$ cat src/rtl/im_boot_loader.sv
// Boot-time loader: streams 32-bit instruction words into a byte-wide instruction
// memory (big-endian, one byte per cycle), then releases the CPU and hands it the address port.
module im_boot_loader #(
  parameter int ADDR_W    = 8,
  parameter int MAX_WORDS = 64
) (
  input  logic              clk,
  input  logic              rstn,
  input  logic              start,
  input  logic              in_valid,
  input  logic [31:0]       in_data,
  input  logic              in_last,
  output logic              in_ready,
  input  logic [ADDR_W-1:0] pc,
  output logic [ADDR_W-1:0] mem_addr,
  output logic [7:0]        mem_wdata,
  output logic              mem_we,
  output logic              cpu_run,
  output logic              done,
  output logic              err,
  output logic [ADDR_W-2:0] words_loaded
);

  typedef enum logic [2:0] {
    IDLE      = 3'd0,
    WAIT_WORD = 3'd1,
    WR0       = 3'd2,
    WR1       = 3'd3,
    WR2       = 3'd4,
    WR3       = 3'd5,
    RUN       = 3'd6,
    ERR       = 3'd7
  } state_t;

  localparam logic [ADDR_W-2:0] MAX_CNT    = (ADDR_W-1)'(MAX_WORDS);
  localparam logic [ADDR_W-1:0] WORD_BYTES = ADDR_W'(4);

  state_t            state;
  logic [ADDR_W-1:0] ptr;
  logic [31:0]       word;
  logic              last;
  logic [ADDR_W-2:0] wl_inc;

  assign wl_inc = words_loaded + {{(ADDR_W-2){1'b0}}, 1'b1};

  // Load sequencer: start is honoured only between words (IDLE, RUN, ERR)
  always_ff @(posedge clk or negedge rstn) begin
    if (!rstn) begin
      state        <= IDLE;
      ptr          <= '0;
      word         <= 32'h0000_0000;
      last         <= 1'b0;
      words_loaded <= '0;
    end else begin
      case (state)
        IDLE, RUN, ERR: begin
          if (start) begin
            state        <= WAIT_WORD;
            ptr          <= '0;
            words_loaded <= '0;
          end else begin
            state <= state;
          end
        end
        WAIT_WORD: begin
          if (in_valid) begin
            word  <= in_data;
            last  <= in_last;
            state <= WR0;
          end else begin
            state <= WAIT_WORD;
          end
        end
        WR0: state <= WR1;
        WR1: state <= WR2;
        WR2: state <= WR3;
        WR3: begin
          ptr          <= ptr + WORD_BYTES;
          words_loaded <= wl_inc;
          if (last) begin
            state <= RUN;
          end else if (wl_inc == MAX_CNT) begin
            state <= ERR;
          end else begin
            state <= WAIT_WORD;
          end
        end
        default: state <= IDLE;
      endcase
    end
  end

  // Moore decode of handshake/status plus the address/data mux for the memory port
  always_comb begin
    in_ready  = 1'b0;
    mem_we    = 1'b0;
    cpu_run   = 1'b0;
    done      = 1'b0;
    err       = 1'b0;
    mem_addr  = ptr;
    mem_wdata = 8'h00;
    case (state)
      IDLE: begin
        mem_addr = ptr;
      end
      WAIT_WORD: begin
        in_ready = 1'b1;
      end
      WR0: begin
        mem_we    = 1'b1;
        mem_addr  = ptr;
        mem_wdata = word[31:24];
      end
      WR1: begin
        mem_we    = 1'b1;
        mem_addr  = ptr + ADDR_W'(1);
        mem_wdata = word[23:16];
      end
      WR2: begin
        mem_we    = 1'b1;
        mem_addr  = ptr + ADDR_W'(2);
        mem_wdata = word[15:8];
      end
      WR3: begin
        mem_we    = 1'b1;
        mem_addr  = ptr + ADDR_W'(3);
        mem_wdata = word[7:0];
      end
      RUN: begin
        cpu_run  = 1'b1;
        done     = 1'b1;
        mem_addr = pc;
      end
      ERR: begin
        err = 1'b1;
      end
      default: begin
        mem_addr = ptr;
      end
    endcase
  end

endmodule

$ cat config.mk
export PLATFORM = sky130hd
export DESIGN_NAME = im_boot_loader
export DESIGN_NICKNAME = d
export VERILOG_FILES = /design/src/rtl/im_boot_loader.sv
export SDC_FILE = /design/constraint.sdc
export NUM_CORES = 1
export LEC_CHECK = 0
export CAP_MARGIN = 10
export CORE_UTILIZATION = 52
export CTS_CLUSTER_DIAMETER = 100
export DETAILED_ROUTE_END_ITERATION = 6
export PLACE_DENSITY = 0.86
export SETUP_SLACK_MARGIN = 0.4
export SYNTH_ARGS = -nofsm -noshare
export SYNTH_HDL_FRONTEND = slang
export SYNTH_SLANG_ARGS = --single-unit
$ cat constraint.sdc
create_clock -name clk -period 4.75 [get_ports clk]
set_input_delay 0.95 -clock clk [delete_from_list [all_inputs] [get_ports clk]]
set_output_delay 0.95 -clock clk [all_outputs]
set_load 0.01 [all_outputs]
# Word level (Yosys, flattened, before mapping)

Index checks and enable logic that the tools add are counted.

Muxes and demuxes: 15
$add $sub $neg: 5
Reductions and logical operators: 6
Equality and inequality tests: 9

Operators by type and width:

| kind                                                                   | count |
|---|---|
| 8-bit one-hot mux with 4 select lines                                  | 2 |
| 3-bit one-hot mux with 6 select lines                                  | 1 |
| 8-bit by 2-bit adder with 8-bit output (second input constant)         | 2 |
| 8-bit one-hot mux with 2 select lines                                  | 1 |
| 7-bit one-hot mux with 2 select lines                                  | 1 |
| 3-bit equality test (second input constant)                            | 4 |
| 3-bit 2-to-1 mux                                                       | 3 |
| 8-bit by 1-bit adder with 8-bit output (second input constant)         | 1 |
| 8-bit by 3-bit adder with 8-bit output (second input constant)         | 1 |
| 8-bit 2-to-1 mux                                                       | 1 |
| 7-bit by 1-bit adder with 7-bit output (second input constant)         | 1 |
| 7-bit equality test (second input constant)                            | 1 |
| 7-bit 2-to-1 mux                                                       | 1 |
| 3-bit by 2-bit equality test with 1-bit output (second input constant) | 2 |
| 1-bit 2-to-1 mux                                                       | 4 |
| 2-bit AND reduction                                                    | 2 |
| 4-bit OR reduction                                                     | 1 |
| 3-bit by 1-bit equality test with 1-bit output (second input constant) | 1 |
| 3-bit logical NOT                                                      | 1 |
| 3-bit OR reduction                                                     | 1 |
| 2-bit 2-to-1 mux                                                       | 1 |
| 2-bit != test (second input constant)                                  | 1 |
| 2-bit nonzero test                                                     | 1 |

Output and inout bits: 28
Word-level logic and storage cells: 40
Input port bits: 45
Flip-flop bits (word level): 51

# Logic depth before layout (Yosys ltp)

Gate-level depths: netlist of the first run.

Depth after elaboration: 5
Depth in mapped cells: 6
Gate-level depth less buffers: 4

# Worst setup path after synthesis of the first run

OpenSTA, ideal clock, no wires.

Path kind: register to output
Start point: reg state[1]
End point: out mem_wdata[1]
Path slack: 2516 ps
Required time: 3800 ps
Buffers on the path: 2
Data arrival time: 1284 ps
Stages on the path, launching flop included: 6
Cell sequence: dfrtp_1 -> buf_6 -> and3b_1 -> clkbuf_1 -> a22o_1 -> a221o_1

Longest elaborated chain between the ends: 2
Elaborated cells between the ends (all ways): 5
Those cells by class: eq/ne: 4; mux: 1

RTL lines:

| what                                                                                  | line | RTL |
|---|---|---|
| from (decl)                                                                           | 38   | `state_t state;` |
| from (signal assigned)                                                                | 62   | `state <= state;` |
| 3-bit equality test or 3-bit by 2-bit equality test with 1-bit output (tied branches) | 102  | `case (state)` |
| 8-bit one-hot mux with 4 select lines *                                               | 102  |  |
| to (decl)                                                                             | 16   | `output logic [7:0] mem_wdata,` |

Every way passes the cells marked *; elsewhere a longest branch is shown, timed or not.

# Worst setup path after layout of the first run

Start point: reg state[0]
End point: out mem_wdata[1]

Same word-level chain as after synthesis.

==> summary.md, run 1 <==
| Metric | Value |
|---|---|
| Synth area leaders | dfrtp_1 (47%), mux2_1 (8.7%), mux2_2 (8.3%) |
| Synth cell types | 48 |
| Tmin final | 3.66 ns |
| Reg area | 1230 sq um |
| Clk root buf | clkbuf_8 |
| Post-synthesis sequential area ratio | 0.473 |
| Syn avg cell area | 12.1 sq um |
| Hold_sp | word[28] |
| R2R depth | 4 |
| RePlAce Congestion | 0.772 |
| Share of layout cells above drive strength 1 | 0.128 |
| CTS Buffer Depth | 2 |
| Max-slew headroom | 0.298 |
| Synth Cell Area | 2590 sq um |
| Crit end category | primary output |
| CTS sink cnt | 49 |
| Peak supply drop | 319 uV |
| CP startpoint | state[0] |
| Largest net degree at the start of global routing | 50 |
| M3 GR Usage | 0.0428 |
| Synth top area share | 0.473 |
| Grt ovf | 0 |
| Met1 usage | 0.281 |
| Reg2reg start | state[0] |
| Worst hold slack | a little under 0.5 ns |
| Syn_nets | 262 |
| RSZ-0062 raised after global routing | no |
| Reg clk slew, reported paths | roughly 0.09 ns |
| Max FO, Critical Path | 23 |
| Final TNS setup | 0 ns |
| First-pass GRT wire length | a little under 9000 um |
| Hold Crit Depth | 1 |
| Ys async rst share | 1.00 |
| Number of fill cells | 359 |
| Die height | slightly above 70 um |
| Worst reg2reg setup slack | ~2.5 ns |
| First-pass iteration count of the detailed router | 6 |
| Met2 usage | 0.364 |
| Endpoints failing setup | 0 |
| Final Skew | 0.00697 ns |
| Area leader, netlist | dfrtp_1 |
| Num rows | 25 |
| Fmax | 273 MHz |
| R2r endpoint | word[18] |
| Antenna violations before repair | 0 |
| Post-CTS Resized | 0 |
| Clock H-tree levels | 2 |
| Initial DRC Count | 158 |
| Final Hold Vio Count | 0 |
| Drt wl/cell | between 15 and 20 um |
| Area grow syn2layout | 31.1% |
| Dpl hpwl | 3770 um |
| Outcome | finished, final reports clean |
| Post-synthesis register bit count | between 40 and 50 |
| Crit path largest cell delay | 0.90 ns |
| Initial Util | 0.545 |
| Hold Path Class | reg -> reg |
| Final worst path period share | 0.771 |
| Port bufs | about 70 |
| Cell leakage power | 1.42 nW |
| Arrival @ worst endpoint | 2.71 ns |
| Via/cell ratio | 5.65 |
| Worst-margin pin slew | roughly 1.1 ns |
| Die area | 5270 sq um |
| Slowest cell on crit path | dfrtp_1 |
| EDFF count, synth | 0 |
| Number of global-route vias before repair | ~1900 |
| Overall Global Routing Usage | 0.216 |
| Core ar. | 4750 sq um |
| GR peak layer | met2 |
| Critical path launch point type | flop |
| Hold-fix buffers, CTS | 0 |
| Post-CTS Setup Bufs | 0 |
| Remaining DRCs | 0 |
| Cells after Synth | ~220 |
| Final WL | 5250 um |
| Die width | 72.6 um |
| Via count | 1971 |
| Number of routed nets with antenna violations | 0 |
| Max-slew violation count | 0 |
| Crit Path Class | reg -> out |
| Synth Warn # | 0 |
| Multi-input gate area | approximately 1200 sq um |
| CP Cell Sequence | and3b_1, a221o_1, clkdlybuf4s50_1 |
| Hold worst-path end | word[28] |
| Antenna cell count | 0 |
| CTS Buf Count | 5 |
| PD cells | 559 nW/um^2 |
| Worst-Skew Late Latency | 0.30 ns |
| Post-synth top flop | dfrtp_1 |
| IO Count | 73 |
| Critical Path RT | 3.80 ns |
| Nets | 328 |
| Max-Cap Viols | 0 |
| CTS tree | yes |
-- critical path, delay by kind of cell (launching register included) --
family / cells / cell delay, ns
buf+inv: 1 / 0.54
compound gates: 1 / 0.27
simple gates: 1 / 0.69
flops: 1 / 0.90
-- how the worst max path moves through the flow --
stage                              end  slack, ns
after floorplan           mem_wdata[1]       2.52
after global routing      mem_wdata[6]       0.92
final                     mem_wdata[1]       1.09
after global placement    mem_wdata[1]       1.49
after detailed placement  mem_wdata[1]       1.41
after CTS                 mem_wdata[1]       1.09
-- cells by family after synthesis --
logic type / Yosys count / share of synthesized area
AND/OR/NAND/NOR: 42 / 0.102
adder cells (fa/ha/maj): 2 / 0.00966
multiplexers: 50 / 0.212
flip-flops: 49 / 0.473
buffers and inverters: 24 / 0.0599
AO/OA/AOI/OAI: 48 / 0.143
-- routing by layer --
layer | up-vias | wire (um) | part of all wire
li1 | 935 | - | -
met1 | 969 | 2300 | 0.44
met2 | 61 | 2650 | 0.50
met3 | 6 | 230 | 0.044
met4 | 0 | 70 | 0.013
met5 | - | 0 | 0
-- cells in the mapped netlist, drive strengths merged (3+ instances only) --
| library cell | number |
|---|---|
| mux2i | 11 |
| o211ai | 7 |
| a21oi | 7 |
| a22o | 3 |
| inv | 10 |
| or4 | 3 |
| nand3 | 7 |
| nor2b | 3 |
| a31oi | 3 |
| buf | 12 |
| dfrtp | 49 |
| a41oi | 3 |
| a221o | 4 |
| o21ai | 4 |
| o22ai | 5 |
| mux2 | 39 |
| nand2 | 13 |
-- power by group --
| group | switching, mW | internal (mW) |
|---|---|---|
| Combinational | 0.348 | 0.484 |
| Sequential | 0.171 | 0.591 |
| Clock | 0.132 | 0.172 |
-- sequential cells by signal, indices dropped and copies added, names as in the netlist --
signal        cells
words_loaded      7
state             3
last              1
ptr               6
word             32
-- layout make-up --
class | instances | share of cell area
Sequential cell | 49 | 0.361
Multi-Input combinational cell | 142 | 0.356
Timing Repair Buffer | 73 | 0.213
Clock buffer | 7 | 0.0254
Tap cell | 67 | 0.0247
Inverter | 10 | 0.0110
Clock inverter | 1 | 0.00884
-- cell usage in the layout, fill, tap and decap left out, types with 2 or more instances in the layout --
cell type,n
o21ai_1,2
and2_1,2
dfrtp_1,49
a221oi_1,2
a41oi_1,3
o22ai_1,5
a31oi_1,3
o211ai_1,3
a21oi_1,7
mux2i_1,11
o21a_1,2
ha_1,2
inv_1,10
a22o_1,3
clkdlybuf4s50_1,71
nand2_1,13
nand2b_1,2
mux2_2,19
mux2_1,20
nand3_1,7
o211ai_2,4
clkbuf_8,6
and3b_1,2
a221o_1,4
nor2b_1,3
or4_1,3
-- stage by stage --
step | setup slack, ns | util | instance area, sq um | instances | power [mW]
detailed placement | 1.41 | 0.690 | 3280 | 341 | 1.61
global route | 0.916 | 0.714 | 3400 | 349 | 2.02
global placement | 1.49 | 0.690 | 3280 | 341 | 1.57
finish | 1.09 | 0.714 | 3400 | 349 | 1.90
floorplan | 2.52 | - | 2590 | 215 | 1.31
CTS | 1.09 | 0.714 | 3400 | 349 | 1.91
(Power assumes the default switching activity.)
==> run 2, diff against run 1 <==
Settings changed: CORE_UTILIZATION 52 to 48, PLACE_DENSITY 0.86 to 0.8.
Clock period 4.75 ns to 3.5 ns, I/O delays scaled along.
==> summary.md, run 2 (synthesis results as in run 1) <==
| Metric | Value |
|---|---|
| Clock H-tree levels | 2 |
| Reg2reg start | state[0] |
| Hold_sp | word[3] |
| Hold Path Class | reg -> reg |
| Max-Cap Viols | 0 |
| CTS tree | yes |
| Max-slew headroom | 0.301 |
| Final Hold Vio Count | 0 |
| Number of routed nets with antenna violations | 0 |
| RSZ-0062 raised after global routing | no |
| Util after Layout | 0.662 |
| Tmin final | 2.99 ns |
| Die width | approximately 75 um |
| Worst-margin pin slew | 1.05 ns |
| Endpoints failing setup | 0 |
| Regs by FF count | word: 32 flops, words_loaded: 7 flops, ptr: 6 flops |
| Reg clk slew, reported paths | roughly 0.08 ns |
| Crit end category | primary output |
| Clock Power Share | 0.140 |
| Logic pwr share | 0.459 |
| Multi-input gate area | 1210 sq um |
| Hold-fix buffers, CTS | 0 |
| Crit Path Class | reg -> out |
| Initial DRC Count | 59 |
| RePlAce Congestion | 0.779 |
| Max-slew violation count | 0 |
| Clk root buf | clkbuf_8 |
| Fmax | between 300 and 400 MHz |
| Overall Global Routing Usage | 0.204 |
| Final TNS setup | 0 ns |
| CTS sink cnt | between 40 and 50 |
| Nets | 330 |
| PD cells | 746 nW/um^2 |
| Most frequent cells in the layout | clkdlybuf4s50_1 (71), dfrtp_1 (47), mux2_1 (20) |
| Reg power frac | 0.401 |
| Remaining DRCs | 0 |
| Most flops, register | word |
| Arrival @ worst endpoint | 2.29 ns |
| Commonest non-fill, non-tap cell in the layout | clkdlybuf4s50_1 |
| CTS Buffer Depth | 2 |
| Die height | 75.5 um |
| Final worst path period share | 0.854 |
| Number of fill cells | 422 |
| Worst reg2reg setup slack | 1.49 ns |
| Psw | 889 uW |
| CTS Buf Count | 5 |
| Antenna violations before repair | 0 |
| CP startpoint | state[2] |
| Dpl hpwl | 3820 um |
| Area grow syn2layout | 31.3% |
| First-pass GRT wire length | 8550 um |
| Critical path launch point type | flop |
| Final Skew | 0.00993 ns |
| Final Worst Setup Slack | 0.511 ns |
| Num rows | 26 |
| Final WL | 5310 um |
| Pint | between 1.5 and 2 mW |
| Worst-Skew Late Latency | ~0.3 ns |
| IO Count | 73 |
| Outcome | finished, final reports clean |
| Cell leakage power | 1.42 nW |
| Largest net degree at the start of global routing | 50 |
| Via/cell ratio | 5.53 |
| DP Worst Slack | 0.804 ns |
| Antenna cell count | 0 |
| Drt wl/cell | between 10 and 15 um |
| Max FO, Critical Path | 14 |
| Largest register FFs | 32 |
| Reg area | ~1200 sq um |
| First-pass iteration count of the detailed router | 4 |
| Number of global-route vias before repair | 1854 |
| Grt ovf | 0 |
| Via count | about 2000 |
| Port bufs | 72 |
| Post-route cell area | approximately 3400 sq um |
| Critical Path RT | 2.80 ns |
| Die area | 5700 sq um |
| Core ar. | just over 5000 sq um |
| Area after DPL | 3300 sq um |
| Initial Util | 0.504 |
| Share of layout cells above drive strength 1 | 0.144 |
| Peak supply drop | 405 uV |
| Net Sw Frac | 0.350 |
-- run 2: changes by cell type in the layout (fill, tap and decap cells not counted), sizes merged --
cell	before	now
buf	2	4
bufinv	1	0
clkinv	0	1
-- run 2: area by class of cell --
type	instances	share of cell area
Sequential cell	49	0.361
Multi-Input combinational cell	142	0.356
Timing Repair Buffer	75	0.217
Clock buffer	7	0.0283
Tap cell	70	0.0257
Inverter	10	0.0110
Clock inverter	1	0.00147
-- run 2: per-layer routing --
| metal | GRT usage | share of wire | vias up |
|---|---|---|---|
| li1 | - | - | 947 |
| met1 | 0.250 | 0.45 | 957 |
| met2 | 0.347 | 0.49 | 47 |
| met3 | 0.0569 | 0.044 | 6 |
| met4 | 0.0679 | 0.013 | 0 |
| met5 | 0 | 0 | - |
-- run 2: critical path, stage by stage (launching register included) --
cell             delay, ns
dfrtp_1               0.64
inv_1                 0.26
and2_1                0.24
a221o_1               0.37
clkdlybuf4s50_1       0.48
-- run 2: what timing repair did --
item                                    CTS  global route
resized for setup                         0             2
buffers inserted                          0             0
endpoints found under the setup margin    0             7
-- run 2: power groups by stage --
stage | clock [mW] | sequential, mW | combinational, mW
floorplan | 0 | 0.929 | 0.848
finish | 0.356 | 1.02 | 1.17
global placement | 0 | 1.01 | 1.15
CTS | 0.367 | 1.01 | 1.18
detailed placement | 0 | 1.02 | 1.17
global route | 0.390 | 1.05 | 1.27
-- run 2: worst paths after layout --
kind	to	cells past startpoint
max	mem_wdata[6]	4
min in group asynchronous	word[24]	1
max in group asynchronous	state[0]	1
min reg2reg	word[3]	1
min	word[3]	1
max reg2reg	word[30]	5
-- run 2: per-stage QoR --
stage	cells	hold slack (ns)	power, mW
5_1_grt	354	0.520	2.71
2_1_floorplan	215	0.404	1.78
3_3_place_gp	346	0.468	2.16
4_1_cts	354	0.499	2.56
6_report	354	0.493	2.54
3_5_place_dp	346	0.476	2.19
==> run 3, diff against run 2 <==
Settings changed: CELL_PAD_IN_SITES_DETAIL_PLACEMENT from default to 0, CELL_PAD_IN_SITES_GLOBAL_PLACEMENT from default to 1, CORE_UTILIZATION 48 to 37, GPL_TIMING_DRIVEN from default to 0, PLACE_DENSITY 0.8 to 0.77.
==> summary.md, run 3 (synthesis results as in run 1) <==
| Metric | Value |
|---|---|
| Largest net degree at the start of global routing | 35 |
| Slowest cell on crit path | clkdlybuf4s50_1 |
| Cell count after placement | ~380 |
| Die area | 7340 sq um |
| Hold Path Class | in -> async |
| Worst-margin pin slew | 0.471 ns |
| Port bufs | 72 |
| Post-CTS Setup Bufs | 0 |
| Final WL | 5980 um |
| Final TNS setup | 0 ns |
| Num rows | 30 |
| Final Hold Vio Count | 0 |
| Number of global-route vias before repair | between 1500 and 2000 |
| Max-slew headroom | 0.686 |
| Endpoints failing setup | 0 |
| Nets | 342 |
| Reg clk slew, reported paths | 0.09 ns |
| Critical path launch point type | flop |
| First-pass GRT wire length | 9670 um |
| DP Worst Slack | around 0.86 ns |
| Initial Util | 0.381 |
| CTS Buf Count | 5 |
| Largest register FFs | 32 |
| CP delay by family, top | buffers and inverters |
| Power Total | 2.64 mW |
| Sum of buffers and inverters on the critical path | 2 |
| Hold-fix buffers, CTS | 0 |
| CTS sink cnt | 49 |
| Max FO, Critical Path | 10 |
| Most frequent cells in the layout | clkdlybuf4s50_1 (71), dfrtp_1 (49), mux2_1 (20) |
| RePlAce Congestion | between 0.7 and 0.8 |
| Regs by FF count | word: 32 flops, words_loaded: 7 flops, ptr: 6 flops |
| Post-route cell area | 3550 sq um |
| Cell leakage power | ~1.5 nW |
| Die width | 85.7 um |
| Drt wl/cell | 15.3 um |
| Final worst path period share | 0.838 |
| Fmax | 341 MHz |
| Initial DRC Count | 73 |
| WP depth | 5 |
| Dpl hpwl | 4470 um |
| Arrival @ worst endpoint | 2.23 ns |
| Worst-Skew Late Latency | 0.30 ns |
| Crit Path Class | reg -> out |
| Grt ovf | 0 |
| Finished Layout Cells | 392 |
| Antenna cell count | 0 |
| Commonest non-fill, non-tap cell in the layout | clkdlybuf4s50_1 |
| Clock H-tree levels | 2 |
| Peak supply drop | 407 uV |
| Outcome | finished, final reports clean |
| RSZ-0062 raised after global routing | no |
| Max-Cap Viols | 0 |
| Critical Path RT | 2.80 ns |
| Core ar. | 6790 sq um |
| CP Cell Sequence | buf_6, nor3b_1, a22o_1, a221o_1, clkdlybuf4s50_1 |
| Worst reg2reg setup slack | ~1.9 ns |
| Final Worst Setup Slack | around 0.57 ns |
| Most flops, register | word |
| Post-CTS Resized | 0 |
| IO Count | 73 |
| Share of layout cells above drive strength 1 | 0.166 |
| Area after DPL | 3450 sq um |
| Tmin final | between 2 and 3 ns |
| CTS Buffer Depth | 2 |
| Clk root buf | clkbuf_8 |
| Crit path largest cell delay | between 0.5 and 0.6 ns |
| PD cells | 744 nW/um^2 |
| Via/cell ratio | 5.09 |
| Via count | 1994 |
| Remaining DRCs | 0 |
| Area grow syn2layout | 36.9% |
| R2R depth | 6 |
| Die height | 85.7 um |
| Reg2reg start | state[1] |
| CTS tree | yes |
| Final Skew | between 0.007 and 0.008 ns |
| Crit end category | primary output |
| Max-slew violation count | 0 |
| First-pass iteration count of the detailed router | 5 |
| Number of routed nets with antenna violations | 0 |
| Antenna violations before repair | 0 |
| CP startpoint | state[2] |
| Overall Global Routing Usage | 0.171 |
[run 3: worst register-to-register path: stages (launching register included)]
cell and delay (ns):
dfrtp_1 0.38, buf_6 0.14, nor3b_2 0.17, and2_1 0.14
buf_4 0.16, buf_6 0.19, mux2_2 0.35
[run 3: final timing paths]
check	end
max	mem_wdata[1]
min	state[0]
max reg2reg	word[9]
min reg2reg	word[27]
max in group asynchronous	word[21]
min in group clk	word[27]
[run 3: report_power, final]
part           internal (mW)  leakage, nW  switching (mW)
Combinational          0.733        0.829           0.584
Clock                  0.179       0.0542           0.185
Sequential             0.803        0.605           0.156
[run 3: layout make-up]
type / count / area (sq um)
fillers: 618 / 3250
well taps: 96 / 120
inverters: 10 / 37.5
clock inverters: 1 / 5.00
clock buffers: 7 / 96.3
repair buffers: 73 / 736
flip-flops and latches: 49 / 1230
plain buffers: 14 / 118
multi-input cells: 142 / 1210
[run 3: per-layer routing]
| layer | vias to the layer above | GRT usage | routed length [um] |
|---|---|---|---|
| li1 | 962 | - | - |
| met1 | 981 | 0.237 | 2770 |
| met2 | 45 | 0.277 | 2930 |
| met3 | 6 | 0.0241 | 207 |
| met4 | 0 | 0.0576 | 74 |
| met5 | - | 0 | 0 |
[run 3: stage by stage]
stage | util | hold WS (ns)
floorplan | - | 0.404
global placement | 0.505 | 0.467
detailed placement | 0.507 | 0.474
CTS | 0.522 | 0.318
global route | 0.522 | 0.328
finish | 0.522 | 0.312
